**config.mk**
```make
export PLATFORM = sky130hd
export DESIGN_NAME = spi_flash_reader
export DESIGN_NICKNAME = d
export VERILOG_FILES = /design/src/rtl/spi_flash_reader.sv
export SDC_FILE = /design/constraint.sdc
export NUM_CORES = 1
export LEC_CHECK = 0
export BUFFER_PORTS_ARGS = -buffer_cell sky130_fd_sc_hd__buf_2
export CAP_MARGIN = 15
export CORE_MARGIN = 1
export CORE_UTILIZATION = 55
export CTS_BUF_LIST = sky130_fd_sc_hd__clkbuf_16
export DETAILED_ROUTE_END_ITERATION = 7
export GPL_TIMING_DRIVEN = 0
export PLACE_DENSITY = 0.81
export SKIP_CTS_REPAIR_TIMING = 1
export SKIP_LAST_GASP = 1
export SLEW_MARGIN = 30
export SYNTH_ARGS = -nofsm -noshare
export SYNTH_HDL_FRONTEND = slang
export SYNTH_SLANG_ARGS = --single-unit
```
**constraint.sdc**
```tcl
create_clock -name clk -period 2.55 [get_ports clk]
set_input_delay 0.51 -clock clk [delete_from_list [all_inputs] [get_ports clk]]
set_output_delay 0.51 -clock clk [all_outputs]
set_load 0.05 [all_outputs]
```
**src/rtl/spi_flash_reader.sv**
```systemverilog
`default_nettype none
// ============================================================================
// Module      : spi_flash_reader
// Description : SPI flash read sequencer. Optionally wakes the flash (0xAB),
//               then sends READ (0x03) and a 24-bit address. Received bytes
//               are streamed out on a valid/ready byte interface.
// Revision    : 1.0 - initial release
// ============================================================================
module spi_flash_reader #(
    parameter int CLKDIV      = 2,
    parameter int WAKE        = 1,
    parameter int WAKE_CYCLES = 144
) (
    input  logic        clk,
    input  logic        resetq,
    input  logic        start,
    input  logic [23:0] addr,
    input  logic [15:0] count,
    input  logic        abort,
    output logic [7:0]  out_data,
    output logic        out_valid,
    input  logic        out_ready,
    output logic        busy,
    output logic        done,
    output logic        spi_sck,
    output logic        spi_mosi,
    output logic        spi_cs_n,
    input  logic        spi_miso
);

    localparam int                 c_div_w    = $clog2(CLKDIV);
    localparam logic [c_div_w-1:0] c_div_last = c_div_w'(CLKDIV - 1);
    localparam logic [15:0]        c_gap_last = 16'(WAKE_CYCLES - 1);
    localparam logic [7:0]         c_cmd_wake = 8'hAB;
    localparam logic [7:0]         c_cmd_read = 8'h03;

    typedef enum logic [2:0] {
        S_IDLE     = 3'd0,
        S_WAKE_CMD = 3'd1,
        S_WAKE_GAP = 3'd2,
        S_CMD      = 3'd3,
        S_ADDR     = 3'd4,
        S_DATA     = 3'd5,
        S_HOLD     = 3'd6,
        S_FINISH   = 3'd7
    } state_t;

    state_t               r_state;
    logic [c_div_w-1:0]   r_div;    // clk count within the current SCK half-period
    logic [4:0]           r_bits;   // bits completed in the current frame
    logic [15:0]          r_gap;    // clks spent with CS high after the wake command
    logic [31:0]          r_shift;  // outgoing bits, MSB is on the wire
    logic [6:0]           r_rx;     // first seven bits of the incoming byte
    logic [23:0]          r_addr;
    logic [15:0]          r_left;   // bytes not yet accepted by the consumer

    logic w_phase_end;

    assign w_phase_end = (r_div == c_div_last);
    assign spi_mosi    = r_shift[31];

    // Sequencer: state, SPI pin timing, byte capture and handshake outputs
    always_ff @(posedge clk) begin
        if (!resetq) begin
            r_state   <= S_IDLE;
            r_div     <= '0;
            r_bits    <= '0;
            r_gap     <= '0;
            r_shift   <= '0;
            r_rx      <= '0;
            r_addr    <= '0;
            r_left    <= '0;
            out_data  <= '0;
            out_valid <= 1'b0;
            busy      <= 1'b0;
            done      <= 1'b0;
            spi_sck   <= 1'b0;
            spi_cs_n  <= 1'b1;
        end else if (abort && (r_state != S_IDLE)) begin
            // Drop everything, including a partially received byte
            r_state   <= S_IDLE;
            r_shift   <= '0;
            out_valid <= 1'b0;
            busy      <= 1'b0;
            done      <= 1'b0;
            spi_sck   <= 1'b0;
            spi_cs_n  <= 1'b1;
        end else begin
            done <= 1'b0;
            case (r_state)
                S_IDLE: begin
                    if (start) begin
                        r_addr  <= addr;
                        r_left  <= count;
                        busy    <= 1'b1;
                        r_div   <= '0;
                        r_bits  <= '0;
                        spi_sck <= 1'b0;
                        if (count == 16'd0) begin
                            // Nothing to read: CS never falls
                            r_state <= S_FINISH;
                        end else begin
                            spi_cs_n <= 1'b0;
                            if (WAKE != 0) begin
                                r_shift <= {c_cmd_wake, 24'h000000};
                                r_state <= S_WAKE_CMD;
                            end else begin
                                r_shift <= {c_cmd_read, addr};
                                r_state <= S_CMD;
                            end
                        end
                    end
                end

                S_WAKE_GAP: begin
                    if (r_gap == c_gap_last) begin
                        spi_cs_n <= 1'b0;
                        r_shift  <= {c_cmd_read, r_addr};
                        r_div    <= '0;
                        r_bits   <= '0;
                        r_state  <= S_CMD;
                    end else begin
                        r_gap <= r_gap + 16'd1;
                    end
                end

                S_WAKE_CMD, S_CMD, S_ADDR, S_DATA: begin
                    if (!w_phase_end) begin
                        r_div <= r_div + 1'b1;
                    end else begin
                        r_div   <= '0;
                        spi_sck <= ~spi_sck;
                        if (spi_sck) begin
                            // End of the high phase: sample MISO, present next MOSI bit
                            r_rx    <= {r_rx[5:0], spi_miso};
                            r_shift <= {r_shift[30:0], 1'b0};
                            r_bits  <= r_bits + 5'd1;
                            case (r_state)
                                S_WAKE_CMD: begin
                                    if (r_bits == 5'd7) begin
                                        spi_cs_n <= 1'b1;
                                        r_gap    <= '0;
                                        r_state  <= S_WAKE_GAP;
                                    end
                                end
                                S_CMD: begin
                                    if (r_bits == 5'd7) begin
                                        r_state <= S_ADDR;
                                    end
                                end
                                S_ADDR: begin
                                    if (r_bits == 5'd31) begin
                                        r_bits  <= '0;
                                        r_state <= S_DATA;
                                    end
                                end
                                S_DATA: begin
                                    if (r_bits == 5'd7) begin
                                        out_data  <= {r_rx, spi_miso};
                                        out_valid <= 1'b1;
                                        r_state   <= S_HOLD;
                                    end
                                end
                                default: ;
                            endcase
                        end
                    end
                end

                S_HOLD: begin
                    // SCK parked low, CS held low until the consumer takes the byte
                    if (out_ready) begin
                        out_valid <= 1'b0;
                        r_left    <= r_left - 16'd1;
                        if (r_left == 16'd1) begin
                            spi_cs_n <= 1'b1;
                            r_state  <= S_FINISH;
                        end else begin
                            r_div   <= '0;
                            r_bits  <= '0;
                            r_state <= S_DATA;
                        end
                    end
                end

                S_FINISH: begin
                    spi_cs_n <= 1'b1;
                    done     <= 1'b1;
                    busy     <= 1'b0;
                    r_state  <= S_IDLE;
                end

                default: r_state <= S_IDLE;
            endcase
        end
    end

endmodule
`default_nettype wire

```
Word-level counts from Yosys, hierarchy flattened. Cells that the tools add are included. W data, S select, Z words.

Output and inout bits: 14. Input bits: 46. Register bits after elaboration: 117.

Eq/ne operators: 28. Bitwise gates (word level): 3. Reduce and logical (&&, ||, !) cells: 26. Multiplexer cells: 62. Add/sub/neg operators: 4.

Operators with widths (number): $mux W32 (5); $mux W16 (7); $pmux W32 S3 (1); $pmux W16 S2 (2); $mux W5 (8); $mux W3 (10); $ne A2 B2 Y1 const B (12); $reduce_and A6 Y1 (4); $mux W1 (20); $pmux W5 S4 (1); $add A16 B1 Y16 const B (1); $eq A16 B1 Y1 const B (1); $eq A16 B8 Y1 const B (1); $logic_not A16 Y1 (1); $sub A16 B1 Y16 const B (1); $pmux W3 S5 (1); $eq A3 B3 Y1 const B (4); $ne A3 B3 Y1 const B (4); $pmux W3 S4 (1); $reduce_and A10 Y1 (1); $reduce_bool A2 Y1 (5); $reduce_and A9 Y1 (1); $reduce_and A4 Y1 (2); $reduce_and A8 Y1 (1); 21 further kinds (28).

Logic depth before layout (Yosys ltp).
Depth after elaboration: 6. Gate-level depth with buffers: 9.

Worst setup path before layout. Ideal clock, no wire load.

Path type: register -> register. From: register spi_sck. To: register r_gap[14]. Stages on the path, launching flop included: 7. Arrival: 2165 ps. Slack: 315 ps. Buffers on the path: 1. Clock period less this slack: 2235 ps. Path through: dfxtp_1 -> nand2_1 -> nor3b_2 -> or3_4 -> buf_6 -> or4_1 -> a21oi_1.

Word-level cells in the longest chain between the ends: 2.

RTL lines: start: declaration (line 25) `output logic spi_sck,`; start signal: assignment (line 132) `spi_sck <= ~spi_sck;`; $ne A2 B2 Y1 (no line); $reduce_and A7 Y1 (no line); end signal: assignment (line 123) `r_gap <= r_gap + 16'd1;`; end: declaration (line 51) `logic [15:0] r_gap;`.

No other way between the ends. A chain may end at the register's enable or synchronous reset.

Final worst setup path.
From: register r_bits[1]. To: register r_gap[6].

Word-level cells in the longest chain between the ends: 3.

RTL lines: start: declaration (line 50) `logic [4:0] r_bits;`; start signal: assignment (line 137) `r_bits <= r_bits + 5'd1;`; $eq A5 B3 Y1 (line 140) `if (r_bits == 5'd7) begin`; $ne A2 B2 Y1 (no line); $reduce_and A7 Y1 (no line).

No other way between the ends.

==> impl_metrics.prom <==
# TYPE chip_impl_metric gauge
chip_impl_metric{name="groute.layer.met3.usage",unit=""} 0.0638
chip_impl_metric{name="critPathArrivalTime",unit="ns"} 2.75
chip_impl_info{name="top_area_cells_in_the_synthesized_netlist",value="dfxtp_1, nand2_1, a21oi_1"} 1
chip_impl_metric{name="remaining_global_route_overflow",unit=""} 0
chip_impl_metric{name="design.core.area",unit="um^2"} 9330
chip_impl_metric{name="h_tree_levels",unit=""} 4
chip_impl_metric{name="cts_max_path_buffers",unit=""} 2
chip_impl_metric{name="total_power",unit="mW"} 6.86
chip_impl_metric{name="combPwrFrac",unit=""} 0.288
chip_impl_metric{name="cp_slowest_stage_delay",unit="ns"} 0.36
chip_impl_metric{name="setup_viol",unit=""} 0
chip_impl_metric{name="chipHeight",unit="um"} 101
chip_impl_info{name="synth_most_common_cell",value="dfxtp_1"} 1
chip_impl_metric{name="power_per_cell_area",unit="nW/um^2"} 1060
chip_impl_metric{name="std_cell_rows",unit=""} 35
chip_impl_info{name="synthFlopType",value="dfxtp_1"} 1
chip_impl_metric{name="detail_route.wl_per_cell",unit="um"} 16.8
chip_impl_metric{name="synth.net_count",unit=""} 715
chip_impl_metric{name="area_growth",unit="%"} 20.5
chip_impl_metric{name="timing.fmax",unit="MHz"} 407
chip_impl_metric{name="share_of_synthesized_area_occupied_by_flip_flops_and_latches",unit=""} 0.437
chip_impl_metric{name="post_placement_cell_area",unit="um^2"} 5820
chip_impl_metric{name="p_seq_frac",unit=""} 0.357
chip_impl_metric{name="cap_violations",unit=""} 0
chip_impl_metric{name="grt_first_pass_wirelength",unit="mm"} 24.4
chip_impl_metric{name="tightest_slew",unit="ns"} 0.881
chip_impl_info{name="result_of_the_run",value="complete, no violations"} 1
chip_impl_metric{name="drcViolationCount",unit=""} 0
chip_impl_metric{name="post-route-min-period",unit="ns"} 2.45
chip_impl_metric{name="antenna_found_initial",unit=""} 0
chip_impl_metric{name="drtIter0Drc",unit=""} 426
chip_impl_metric{name="post_synth_num_cell_types",unit=""} 57
chip_impl_metric{name="gr-usage-met1",unit=""} 0.372
chip_impl_metric{name="critPathMaxFanout",unit=""} 10
chip_impl_metric{name="clock_power_share",unit=""} 0.355
chip_impl_metric{name="yosys_warnings",unit=""} 0
chip_impl_metric{name="r2r_slack",unit="ns"} 0.1
chip_impl_metric{name="clkSlewWorstSetupHoldPaths",unit="ns"} 0.06
chip_impl_info{name="yosys-top-cells-count",value="dfxtp_1, nand2_1, nor2_1"} 1
chip_impl_metric{name="post_route_cells_drive_above_1_share",unit=""} 0.164
chip_impl_metric{name="postSynthRegisterBits",unit=""} 117
chip_impl_metric{name="dp_hpwl",unit="mm"} 10.3
chip_impl_metric{name="r2r_worst_path_depth",unit=""} 9
chip_impl_metric{name="fin_worst_hold_slack",unit="ns"} 0.323
chip_impl_metric{name="finalSetupTns",unit="ns"} 0
chip_impl_metric{name="cp.required",unit="ns"} 2.84
chip_impl_info{name="cp-start-kind",value="register"} 1
chip_impl_metric{name="1st_pass_router_iterations",unit=""} 5
chip_impl_info{name="worst_setup_ep_type",value="register"} 1
chip_impl_info{name="cp_top_family",value="simple AND/OR/NAND/NOR gates"} 1
chip_impl_metric{name="post_synthesis_cell_area",unit="um^2"} 5360
chip_impl_metric{name="finalWeightedCongestion",unit=""} 0.946
chip_impl_metric{name="grtUsageTotal",unit=""} 0.309
chip_impl_info{name="critPathSlowestCell",value="dfxtp_1"} 1
chip_impl_metric{name="critical_path_depth",unit=""} 9
chip_impl_metric{name="drt_wirelength",unit="mm"} 14.8
chip_impl_metric{name="maxSlewViolCount",unit=""} 0
chip_impl_metric{name="grtUsageMet2",unit=""} 0.529
chip_impl_metric{name="layout.nets",unit=""} 794
chip_impl_info{name="critical_path.startpoint",value="r_bits[1]$_SDFFE_PN0P_"} 1
chip_impl_metric{name="routed_via_density",unit=""} 6.04
chip_impl_metric{name="p_sw",unit="mW"} 2.43
chip_impl_metric{name="route.antenna.remaining_nets",unit=""} 0
chip_impl_metric{name="clock_insertion_delay_worst_skew",unit="ns"} 0.42
chip_impl_info{name="timing_worst_setup_path_type",value="reg -> reg"} 1
chip_impl_metric{name="synth.top_cell.area_share",unit=""} 0.437
chip_impl_metric{name="vdd.ir_drop.worst",unit="uV"} 668
chip_impl_metric{name="vias",unit=""} 5341
chip_impl_metric{name="power_leakage",unit="nW"} 2.48
chip_impl_metric{name="antenna-diode-count",unit=""} 0
chip_impl_metric{name="power_report.internal_total",unit="mW"} 4.43
chip_impl_info{name="synth_area_leader_cell",value="dfxtp_1"} 1
chip_impl_metric{name="final-hold-violation-count",unit=""} 0
chip_impl_info{name="worstSetupEndpoint",value="r_gap[6]$_SDFFE_PN0P_"} 1
chip_impl_metric{name="async_flop_share",unit=""} 0
chip_impl_metric{name="initial_core_util",unit=""} 0.575
chip_impl_info{name="gr-max-usage-layer",value="met2"} 1
chip_impl_metric{name="timing.critical_path.buf_inv",unit=""} 2
chip_impl_metric{name="clkSinkCount",unit=""} 117
chip_impl_info{name="critical_path.cell_chain",value="ha_2, and4bb_2, a311oi_1, or2_4, or3_4, buf_6, buf_2, o31ai_1, a21oi_1"} 1
chip_impl_metric{name="period_utilization_post_route",unit=""} 0.963
chip_impl_metric{name="switching_fraction_of_total_power",unit=""} 0.354
chip_impl_info{name="root_buffer",value="clkbuf_16"} 1
chip_impl_metric{name="finalInstanceArea",unit="um^2"} 6460
chip_impl_metric{name="cts_buffers",unit=""} 17
chip_impl_info{name="rr_endpoint",value="r_gap[6]$_SDFFE_PN0P_"} 1
chip_impl_metric{name="grt_max_degree",unit=""} 17
chip_impl_metric{name="portBuffers",unit=""} 59
chip_impl_metric{name="dieWidth",unit="um"} 101
chip_impl_metric{name="first_global_vias",unit=""} 5187
chip_impl_metric{name="maxSlewHeadroom",unit=""} 0.409
chip_impl_info{name="r2r_start",value="r_bits[1]$_SDFFE_PN0P_"} 1
chip_impl_metric{name="fin_skew",unit="ns"} 0.00827
chip_impl_metric{name="synth_edf_count",unit=""} 0
chip_impl_metric{name="syn-mean-instance-area",unit="um^2"} 8.07
chip_impl_metric{name="synthCells",unit=""} 664
chip_impl_metric{name="num_io_pins",unit=""} 60
chip_impl_info{name="worst_hold_path_type",value="in -> reg"} 1
chip_impl_info{name="cts_tree",value="built"} 1
chip_impl_metric{name="die-area",unit="um^2"} 10100
## worst min-delay path by stage
stage | cells after the start | endpoint | startpoint
finish | 3 | r_addr[13]$_SDFFE_PN0P_ | addr[13]
global route | 3 | r_addr[13]$_SDFFE_PN0P_ | addr[13]
CTS | 3 | r_addr[13]$_SDFFE_PN0P_ | addr[13]
detailed placement | 2 | out_valid$_SDFFE_PP0P_ | out_valid$_SDFFE_PP0P_
global placement | 2 | r_addr[0]$_SDFFE_PN0P_ | r_addr[0]$_SDFFE_PN0P_
floorplan | 2 | r_addr[10]$_SDFFE_PN0P_ | r_addr[10]$_SDFFE_PN0P_
## power by group through the flow
| stage | Combinational (mW) | Sequential (mW) | Clock, mW |
|---|---|---|---|
| after floorplan | 1.36 | 2.46 | 0 |
| after global placement | 1.80 | 2.45 | 0 |
| after detailed placement | 1.86 | 2.47 | 0 |
| after CTS | 1.89 | 2.44 | 2.44 |
| after global routing | 2.18 | 2.49 | 2.53 |
| final | 1.98 | 2.45 | 2.43 |
## cell families (layout without fill, tap and decap cells)
kind of cell             count (synthesis)  after routing  synth area share
buffers and inverters                   57            149            0.0443
flip-flops                             117            117             0.437
multiplexers                            18             18            0.0336
XOR/XNOR                                 1              1           0.00163
adder cells (fa/ha/maj)                  5              5            0.0117
AO/OA/AOI/OAI                          189            189             0.222
AND/OR/NAND/NOR                        277            277             0.250
## final cells by class
class | instances | area [um^2]
Inverter | 11 | 41.3
Buffer | 45 | 198
Multi-Input combinational cell | 490 | 2800
Tap cell | 129 | 161
Clock inverter | 15 | 179
Clock buffer | 17 | 425
Fill cell | 786 | 2870
Sequential cell | 117 | 2340
Timing Repair Buffer | 61 | 310
## flip-flops by register name (all words and copies together), names as in the netlist
name / cells
r_div: 1
r_gap: 16
r_state: 3
r_bits: 5
spi_cs_n: 1
r_left: 16
out_valid: 1
r_addr: 24
r_rx: 7
r_shift: 32
spi_sck: 1
out_data: 8
done: 1
busy: 1
## metrics by stage
stage	util	instances	worst slack, ns
2_1_floorplan	-	664	0.315
3_3_place_gp	0.624	852	0.108
3_5_place_dp	0.624	852	0.0407
4_1_cts	0.689	884	0.0111
5_1_grt	0.692	885	-0.0212
6_report	0.692	885	0.0955
## worst reg2reg max path, cell delays in order, from the launching register on
cell	delay, ns
dfxtp_1	0.36
ha_2	0.22
and4bb_2	0.29
a311oi_1	0.12
or2_4	0.27
or3_4	0.36
buf_6	0.15
buf_2	0.19
o31ai_1	0.28
a21oi_1	0.10
## cell usage in the layout (no fill, tap or decap), drive strengths merged, types with 2 or more instances in the layout
cell type,count
clkbuf,48
a31oi,3
nor3b,2
o22ai,4
a22oi,28
nor3,12
nor4b,3
buf,75
or3,5
nand4,5
and4,2
nor4,12
and3,4
a21oi,66
o31ai,5
o211ai,5
nand3,25
a211oi,31
inv,14
dfxtp,117
nand2,90
nor2,82
ha,5
nand3b,2
o32ai,2
and2,5
mux2i,18
nand2b,12
clkinv,6
nor2b,2
bufinv,3
o21ai,31
o21a,3
or4,9
clkinvlp,3
## metal layers
| metal | vias up | wire [um] |
|---|---|---|
| met3 | 34 | 767 |
| met2 | 180 | 7430 |
| met5 | - | 0 |
| li1 | 2561 | - |
| met4 | 0 | 305 |
| met1 | 2566 | 6320 |
Power figures use the tool's default switching activity.
